--- src/rtl/vz_tape_loader_if.sv ---
// Bundle between the HPS download stream, the tape loader and the system RAM write port.
`timescale 1ns/1ps
interface vz_tape_loader_if;
  logic        dn_active;
  logic        dn_wr;
  logic [13:0] dn_addr;
  logic [7:0]  dn_data;
  logic        ram_req;
  logic        ram_ack;
  logic [15:0] ram_addr;
  logic [7:0]  ram_data;

  // RAM port: ram_req is the valid, ram_ack the one-cycle ready; the write completes in the
  // cycle both are high, and ram_addr/ram_data hold steady for as long as ram_req waits.
  modport master (
    output dn_active, dn_wr, dn_addr, dn_data, ram_ack,
    input  ram_req, ram_addr, ram_data
  );
  modport slave (
    input  dn_active, dn_wr, dn_addr, dn_data, ram_ack,
    output ram_req, ram_addr, ram_data
  );
endinterface

--- src/rtl/vz_tape_loader.sv ---
// .VZ image loader: parses the 24-byte header, streams the payload into RAM through a small
// FIFO, then patches the BASIC end pointer (type F0) or USR vector (type F1).
`timescale 1ns/1ps
module vz_tape_loader #(
  parameter int          FIFO_DEPTH = 8,
  parameter int          HDR_LEN    = 24,
  parameter logic [15:0] PTR_END    = 16'h78F9,
  parameter logic [15:0] PTR_USR    = 16'h788E
) (
  input  logic             CLK10MHZ,
  input  logic             RESET,
  vz_tape_loader_if.slave  bus,
  output logic             cpu_hold,
  output logic [7:0]       vz_type,
  output logic             load_done,
  output logic             load_err,
  output logic [2:0]       dbg_state
);
  localparam int PW = (FIFO_DEPTH > 1) ? $clog2(FIFO_DEPTH) : 1;
  localparam int CW = PW + 1;
  localparam logic [CW-1:0] FULL_CNT = CW'(FIFO_DEPTH);
  localparam logic [13:0] OFF_TYPE = 14'(HDR_LEN - 3);
  localparam logic [13:0] OFF_SLO  = 14'(HDR_LEN - 2);
  localparam logic [13:0] OFF_SHI  = 14'(HDR_LEN - 1);
  localparam logic [13:0] OFF_DATA = 14'(HDR_LEN);

  typedef enum logic [2:0] {
    S_IDLE  = 3'd0,
    S_HDR   = 3'd1,
    S_DATA  = 3'd2,
    S_DRAIN = 3'd3,
    S_PATCH = 3'd4,
    S_DONE  = 3'd5
  } state_t;

  state_t        r_state, w_state_nxt;
  logic [15:0]   r_fifo_addr [FIFO_DEPTH];
  logic [7:0]    r_fifo_data [FIFO_DEPTH];
  logic [PW-1:0] r_wp, r_rp;
  logic [CW-1:0] r_count;
  logic          r_active_q, r_req, r_err;
  logic [13:0]   r_expect;
  logic [15:0]   r_start, r_next_addr;
  logic [7:0]    r_type;
  logic [1:0]    r_pidx;

  logic          w_rise, w_fall, w_loading, w_wr_ok, w_seq_err, w_push_req;
  logic          w_pop, w_full, w_push, w_ovf, w_patch_en, w_patch_ack;
  logic [CW-1:0] w_count_nxt;
  logic [1:0]    w_pidx_nxt;
  logic [15:0]   w_patch_addr, w_patch_word;
  logic [7:0]    w_patch_data;

  assign w_rise      = bus.dn_active & ~r_active_q;
  assign w_fall      = ~bus.dn_active & r_active_q;
  assign w_loading   = (r_state == S_HDR) || (r_state == S_DATA);
  assign w_wr_ok     = w_loading & bus.dn_wr & (bus.dn_addr == r_expect);
  assign w_seq_err   = w_loading & bus.dn_wr & (bus.dn_addr != r_expect);
  assign w_push_req  = w_wr_ok & (r_expect >= OFF_DATA);
  assign w_pop       = r_req & bus.ram_ack & (r_state != S_PATCH);
  assign w_full      = (r_count == FULL_CNT);
  // A pop in the same cycle frees the slot, so a full FIFO can still accept.
  assign w_push      = w_push_req & (~w_full | w_pop);
  assign w_ovf       = w_push_req & w_full & ~w_pop;
  assign w_count_nxt = r_count + CW'(w_push) - CW'(w_pop);

  assign w_patch_en   = (r_type == 8'hF0) || (r_type == 8'hF1);
  assign w_patch_ack  = (r_state == S_PATCH) & r_req & bus.ram_ack;
  assign w_pidx_nxt   = r_pidx + {1'b0, w_patch_ack};
  assign w_patch_addr = ((r_type == 8'hF0) ? PTR_END : PTR_USR) + {15'd0, r_pidx[0]};
  assign w_patch_word = (r_type == 8'hF0) ? r_next_addr : r_start;
  assign w_patch_data = r_pidx[0] ? w_patch_word[15:8] : w_patch_word[7:0];

  assign bus.ram_req  = r_req;
  assign bus.ram_addr = (r_state == S_PATCH) ? w_patch_addr : r_fifo_addr[r_rp];
  assign bus.ram_data = (r_state == S_PATCH) ? w_patch_data : r_fifo_data[r_rp];
  assign vz_type      = r_type;
  assign load_err     = r_err;
  assign dbg_state    = r_state;

  always_comb begin
    w_state_nxt = r_state;
    cpu_hold    = (r_state != S_IDLE);
    load_done   = (r_state == S_DONE);
    case (r_state)
      S_IDLE:  if (w_rise) w_state_nxt = S_HDR;
      S_HDR: begin
        if (w_fall)                                 w_state_nxt = S_DONE;
        else if (w_wr_ok && bus.dn_addr == OFF_SHI) w_state_nxt = S_DATA;
      end
      S_DATA:  if (w_fall) w_state_nxt = S_DRAIN;
      S_DRAIN: if (r_count == '0 && !r_req) w_state_nxt = S_PATCH;
      S_PATCH: if ((!w_patch_en || r_pidx == 2'd2) && !r_req) w_state_nxt = S_DONE;
      S_DONE:  w_state_nxt = S_IDLE;
      default: w_state_nxt = S_IDLE;
    endcase
  end

  always_ff @(posedge CLK10MHZ or negedge RESET) begin
    if (!RESET) begin
      r_state     <= S_IDLE;
      r_active_q  <= 1'b0;
      r_expect    <= '0;
      r_start     <= '0;
      r_next_addr <= '0;
      r_type      <= '0;
      r_err       <= 1'b0;
      r_wp        <= '0;
      r_rp        <= '0;
      r_count     <= '0;
      r_req       <= 1'b0;
      r_pidx      <= '0;
    end else begin
      r_state    <= w_state_nxt;
      r_active_q <= bus.dn_active;
      if (r_state == S_IDLE && w_rise)         r_err <= 1'b0;
      else if (w_seq_err || w_ovf)             r_err <= 1'b1;
      else if (r_state == S_HDR && w_fall)     r_err <= 1'b1;
      if (r_state == S_IDLE && w_rise)         r_expect <= '0;
      else if (w_wr_ok)                        r_expect <= r_expect + 14'd1;
      if (w_wr_ok && bus.dn_addr == OFF_TYPE)  r_type <= bus.dn_data;
      if (w_wr_ok && bus.dn_addr == OFF_SLO)   r_start[7:0] <= bus.dn_data;
      // Data addresses follow the file offset, so dropped bytes still advance them.
      if (w_wr_ok && bus.dn_addr == OFF_SHI) begin
        r_start[15:8] <= bus.dn_data;
        r_next_addr   <= {bus.dn_data, r_start[7:0]};
      end else if (w_push_req) begin
        r_next_addr <= r_next_addr + 16'd1;
      end
      if (w_push) r_wp <= r_wp + 1'b1;
      if (w_pop)  r_rp <= r_rp + 1'b1;
      r_count <= w_count_nxt;
      r_pidx  <= (r_state == S_PATCH) ? w_pidx_nxt : 2'd0;
      if (r_state == S_PATCH) r_req <= w_patch_en && (w_pidx_nxt < 2'd2);
      else                    r_req <= (w_count_nxt != '0);
    end
  end

  always_ff @(posedge CLK10MHZ) begin
    if (w_push) begin
      r_fifo_addr[r_wp] <= r_next_addr;
      r_fifo_data[r_wp] <= bus.dn_data;
    end
  end
endmodule

--- src/flat_wrapper.sv ---
// flat-port wrapper written by rule: the top's interface ports become plain ports
module vz_tape_loader_flat 
#(
  parameter int          FIFO_DEPTH = 8,
  parameter int          HDR_LEN    = 24,
  parameter logic [15:0] PTR_END    = 16'h78F9,
  parameter logic [15:0] PTR_USR    = 16'h788E
)
  (CLK10MHZ, RESET, cpu_hold, vz_type, load_done, load_err, dbg_state, bus_dn_active, bus_dn_wr, bus_dn_addr, bus_dn_data, bus_ram_ack, bus_ram_req, bus_ram_addr, bus_ram_data);
  vz_tape_loader_if bus_i ();
  input  logic CLK10MHZ;
  input  logic RESET;
  output logic cpu_hold;
  output logic [7:0] vz_type;
  output logic load_done;
  output logic load_err;
  output logic [2:0] dbg_state;
  input wire logic [$bits(bus_i.dn_active)-1:0] bus_dn_active;
  input wire logic [$bits(bus_i.dn_wr)-1:0] bus_dn_wr;
  input wire logic [$bits(bus_i.dn_addr)-1:0] bus_dn_addr;
  input wire logic [$bits(bus_i.dn_data)-1:0] bus_dn_data;
  input wire logic [$bits(bus_i.ram_ack)-1:0] bus_ram_ack;
  output wire logic [$bits(bus_i.ram_req)-1:0] bus_ram_req;
  output wire logic [$bits(bus_i.ram_addr)-1:0] bus_ram_addr;
  output wire logic [$bits(bus_i.ram_data)-1:0] bus_ram_data;
  assign bus_i.dn_active = bus_dn_active;
  assign bus_i.dn_wr = bus_dn_wr;
  assign bus_i.dn_addr = bus_dn_addr;
  assign bus_i.dn_data = bus_dn_data;
  assign bus_i.ram_ack = bus_ram_ack;
  assign bus_ram_req = bus_i.ram_req;
  assign bus_ram_addr = bus_i.ram_addr;
  assign bus_ram_data = bus_i.ram_data;
  vz_tape_loader #(.FIFO_DEPTH(FIFO_DEPTH), .HDR_LEN(HDR_LEN), .PTR_END(PTR_END), .PTR_USR(PTR_USR)) u_core (.CLK10MHZ(CLK10MHZ), .RESET(RESET), .bus(bus_i), .cpu_hold(cpu_hold), .vz_type(vz_type), .load_done(load_done), .load_err(load_err), .dbg_state(dbg_state));
endmodule
--- config.mk ---
export PLATFORM = sky130hd
export DESIGN_NAME = vz_tape_loader_flat
export DESIGN_NICKNAME = d
export VERILOG_FILES = /design/src/rtl/vz_tape_loader_if.sv /design/src/rtl/vz_tape_loader.sv /design/src/flat_wrapper.sv
export SDC_FILE = /design/constraint.sdc
export NUM_CORES = 1
export LEC_CHECK = 0
export CORE_UTILIZATION = 45
export CTS_CLUSTER_DIAMETER = 80
export DETAILED_ROUTE_END_ITERATION = 7
export RECOVER_POWER = 50
export SETUP_SLACK_MARGIN = 0.15
export SLEW_MARGIN = 20
export SYNTH_ARGS = -nofsm -noshare
export SYNTH_HDL_FRONTEND = slang
export SYNTH_SLANG_ARGS = --single-unit
--- constraint.sdc ---
create_clock -name CLK10MHZ -period 12.43 [get_ports CLK10MHZ]
set_clock_uncertainty 0.2 [all_clocks]
set_input_delay 1.8645 -clock CLK10MHZ [delete_from_list [all_inputs] [get_ports CLK10MHZ]]
set_output_delay 1.8645 -clock CLK10MHZ [all_outputs]
set_load 0.05 [all_outputs]
==> out/qor.txt <==
CP Max Fanout - 18
Crit path arrival time - 6.40 ns
worst skew pair latency - 0.53 ns
Core ar. - 25200 sq um
Yosys top cell by area - edfxtp_1
Post-CTS Resized - 0
area occupied by multi-input gates - 3770 sq um
run status - finished with violations
Synth top area share - 50.0%
crit path launch type - input port
Data required, critical path - 12.63 ns
Die Area - 26300 sq um
GR Overflow Total - 0
Final min period - 6.20 ns
VDD IR max - 0.110 mV
postcts setup bufs - 0
H-tree Lvls - 1
HPWL Detailed - 17.1 mm
CTS tree - done
Syn Inst Count - 752
I/O pins - 66
clock group share of total power - 33.2%
sequential power share - 38.9%
Post-Syn Nets - 794
Lkg Pwr - 5.07 nW
Routability Congestion - 0.841
routed wire length - 26.2 mm
final setup TNS - 0 ns
Max clock buf depth - 3
Yosys reg bits - 264
Mean Syn Cell Area - 15.3 sq um
Hold/Removal Path Class - flip-flop to flip-flop
synth top area cells - edfxtp_1, dfrtp_1, mux4_2, mux2i_1, mux2_4
Peak Freq - 161 MHz
Max Slew Vio Count - 73
placed insts - 1125
Final Util - 53.9%
final setup fails - 0
Yosys cell types - 51
Worst setup EP type - flip-flop
CTS Hold Bufs - 0
area delta synth->final - 17.6%
PD cells - 188 nW/um^2
fin cells - 1175
max-cap check violation count - 1
register area - 7570 sq um
layout cells sized above 1 - 17.8%
DRT Pass-1 Iters - 4
Tot GR Track Use - 20.6%
RSZ-0062 raised after global routing - no
Async SR Flop Fraction - 27.3%
number of global-route vias before repair - 6914
number of antenna violations at the first check in global routing - 0
combinational power share - 27.9%
largest net degree at the start of global routing - 73
failing checks - max-capacitance violations, max-slew violations
synth warn - 0
row cnt - 58
residual DRC count - 0
width of the die - 162 microns
post-synthesis sequential area ratio - 65.6%
prevailing post-synth register cell - edfxtp_1
Sw Pwr - 795 uW
die height - 162 microns
total CTS buffers - 27
wire per inst - 22.3 microns
nets@finish - 867
DRT iter0 DRCs - 577
antenna cells - 0
Root Driver - clkbuf_16
max_slew headroom - -166%
P_int - 1.76 mW
total of fill cells in the finished design - 1991
type of the worst setup path - input port to flip-flop
CTS clock-pin slew for the worst setup and hold paths - 0.06 ns
final hold vios - 0
vias per cell - 5.73
PortBufs - 65
period utilization - 49.9%
Netlist Area Pre-Place - 11500 sq um
via count - 6732
# clock sinks - 264
global-route wire length before repair - 40.7 mm
Post-synth EDFFs - 192
Initial Util - 45.8%
Worst Tran Pin Value - 3.99 ns
DRT antenna net count - 0
switching portion of total power - 31.1%
cell families (layout without fill, tap and decap cells):
| group | count (synthesis) | count (layout) | share of synthesized area (%) |
|---|---|---|---|
| AND/OR/NAND/NOR | 208 | 208 | 9.08 |
| adder cells (fa/ha/maj) | 15 | 15 | 1.69 |
| AO/OA/AOI/OAI | 75 | 75 | 3.81 |
| flip-flops | 264 | 264 | 65.6 |
| multiplexers | 99 | 99 | 15.4 |
| XOR/XNOR | 32 | 32 | 2.43 |
| buffers and inverters | 59 | 152 | 2.01 |
path summary, 6_finish.rpt:
kind / startpoint / endpoint / slack, ns / cells after the start
setup / recovery: bus_dn_addr[9] / u_core.bus.ram_req / 6.23 / 11
hold reg to reg: u_core.r_start[11] / u_core.r_start[11] / 0.27 / 2
max in group asynchronous: RESET / u_core.r_rp[0] / 6.68 / 1
min in group asynchronous: RESET / u_core.r_expect[13] / 2.52 / 1
setup reg to reg: u_core.r_expect[8] / u_core.bus.ram_req / 7.51 / 10
hold / removal: u_core.r_start[11] / u_core.r_start[11] / 0.27 / 2
routing by layer:
layer | share of wire (%) | up-vias | wire (microns) | global-route usage [%]
li1 | - | 3036 | - | -
met1 | 44 | 3472 | 11600 | 29.4
met2 | 48 | 188 | 12700 | 33.7
met3 | 5.2 | 36 | 1370 | 2.89
met4 | 1.9 | 0 | 500 | 5.10
met5 | 0 | - | 0 | 0
flip-flops by register name, summed over array words and instances, names as in the netlist:
register / count
u_core.r_expect: 14
u_core.r_fifo_data: 64
u_core.r_start: 16
u_core.dbg_state: 3
u_core.r_pidx: 2
u_core.load_err: 1
u_core.r_rp: 3
u_core.r_active_q: 1
u_core.r_next_addr: 16
u_core.r_count: 4
u_core.vz_type: 8
u_core.r_wp: 3
u_core.bus.ram_req: 1
u_core.r_fifo_addr: 128
placed cells by master, fill, tap and decap left out, types with 5 or more instances in the layout:
cell type	count
a21oi_1	21
nor2_1	33
mux2i_1	24
xnor2_1	15
and3_1	7
nor3_1	24
mux2_4	16
or3_1	6
nand3_1	20
o21ai_0	30
clkdlybuf4s50_1	43
nor4_1	15
clkinv_2	5
nand2b_1	5
mux4_2	56
edfxtp_1	192
clkbuf_16	28
inv_1	24
dlygate4sd3_1	21
nor3_2	5
dfrtp_1	70
xor2_1	17
nand2_1	62
ha_1	14
nand4_1	10
buf_4	13
Yosys cell counts (2+ instances only):
cell,n
nor4_1,15
nand3b_1,2
edfxtp_1,192
nor2_1,37
buf_2,8
or4_1,4
mux4_2,56
nand3_1,20
nor2b_1,3
nand2b_1,5
nor4_2,2
nor3_1,29
xnor2_1,15
nor3b_4,2
and3_1,7
a21o_1,2
a32oi_1,3
mux2_2,2
nand2_1,62
a211oi_1,4
clkbuf_1,20
ha_1,14
o21bai_1,2
buf_1,7
nand4_1,10
a21oi_1,21
dfrtp_1,72
or3_1,6
a22oi_1,2
o21ai_0,30
xor2_1,17
mux2i_1,24
inv_1,24
mux2_4,16
critical path, stage by stage:
cell and delay, ns:
clkdlybuf4s50_1 0.44, xor2_1 0.15, nor4_1 0.51, nand4_1 0.73, nor2_1 0.99, nand2_1 0.43
inv_1 0.18, ha_1 0.22, fa_1 0.46, nor4_1 0.31, o22ai_1 0.11
cell type report:
cell class              instances  area share [%]
flip-flops and latches        264            55.8
inverters                      24           0.664
repair buffers                 79            5.67
clock buffers                  35            5.65
clock inverters                14            1.35
multi-input cells             429            27.8
well taps                     330            3.04
metrics by stage:
stage | cell area, sq um | setup slack [ns] | hold slack (ns) | power, mW
floorplan | 11500 | 6.29 | 0.233 | 1.51
global placement | 12600 | 6.12 | 0.249 | 1.71
detailed placement | 12600 | 5.88 | 0.252 | 1.72
CTS | 13500 | 6.43 | 0.265 | 2.57
global route | 13600 | 5.79 | 0.277 | 2.65
finish | 13600 | 6.23 | 0.265 | 2.56
power groups by stage:
stage,Sequential (mW),Clock [mW],Combinational (mW)
final,0.993,0.850,0.713
after global routing,0.998,0.900,0.757
after CTS,1.03,0.867,0.681
after detailed placement,1.04,0,0.679
after global placement,1.04,0,0.670
after floorplan,0.997,0,0.514
(Power assumes the default switching activity.)
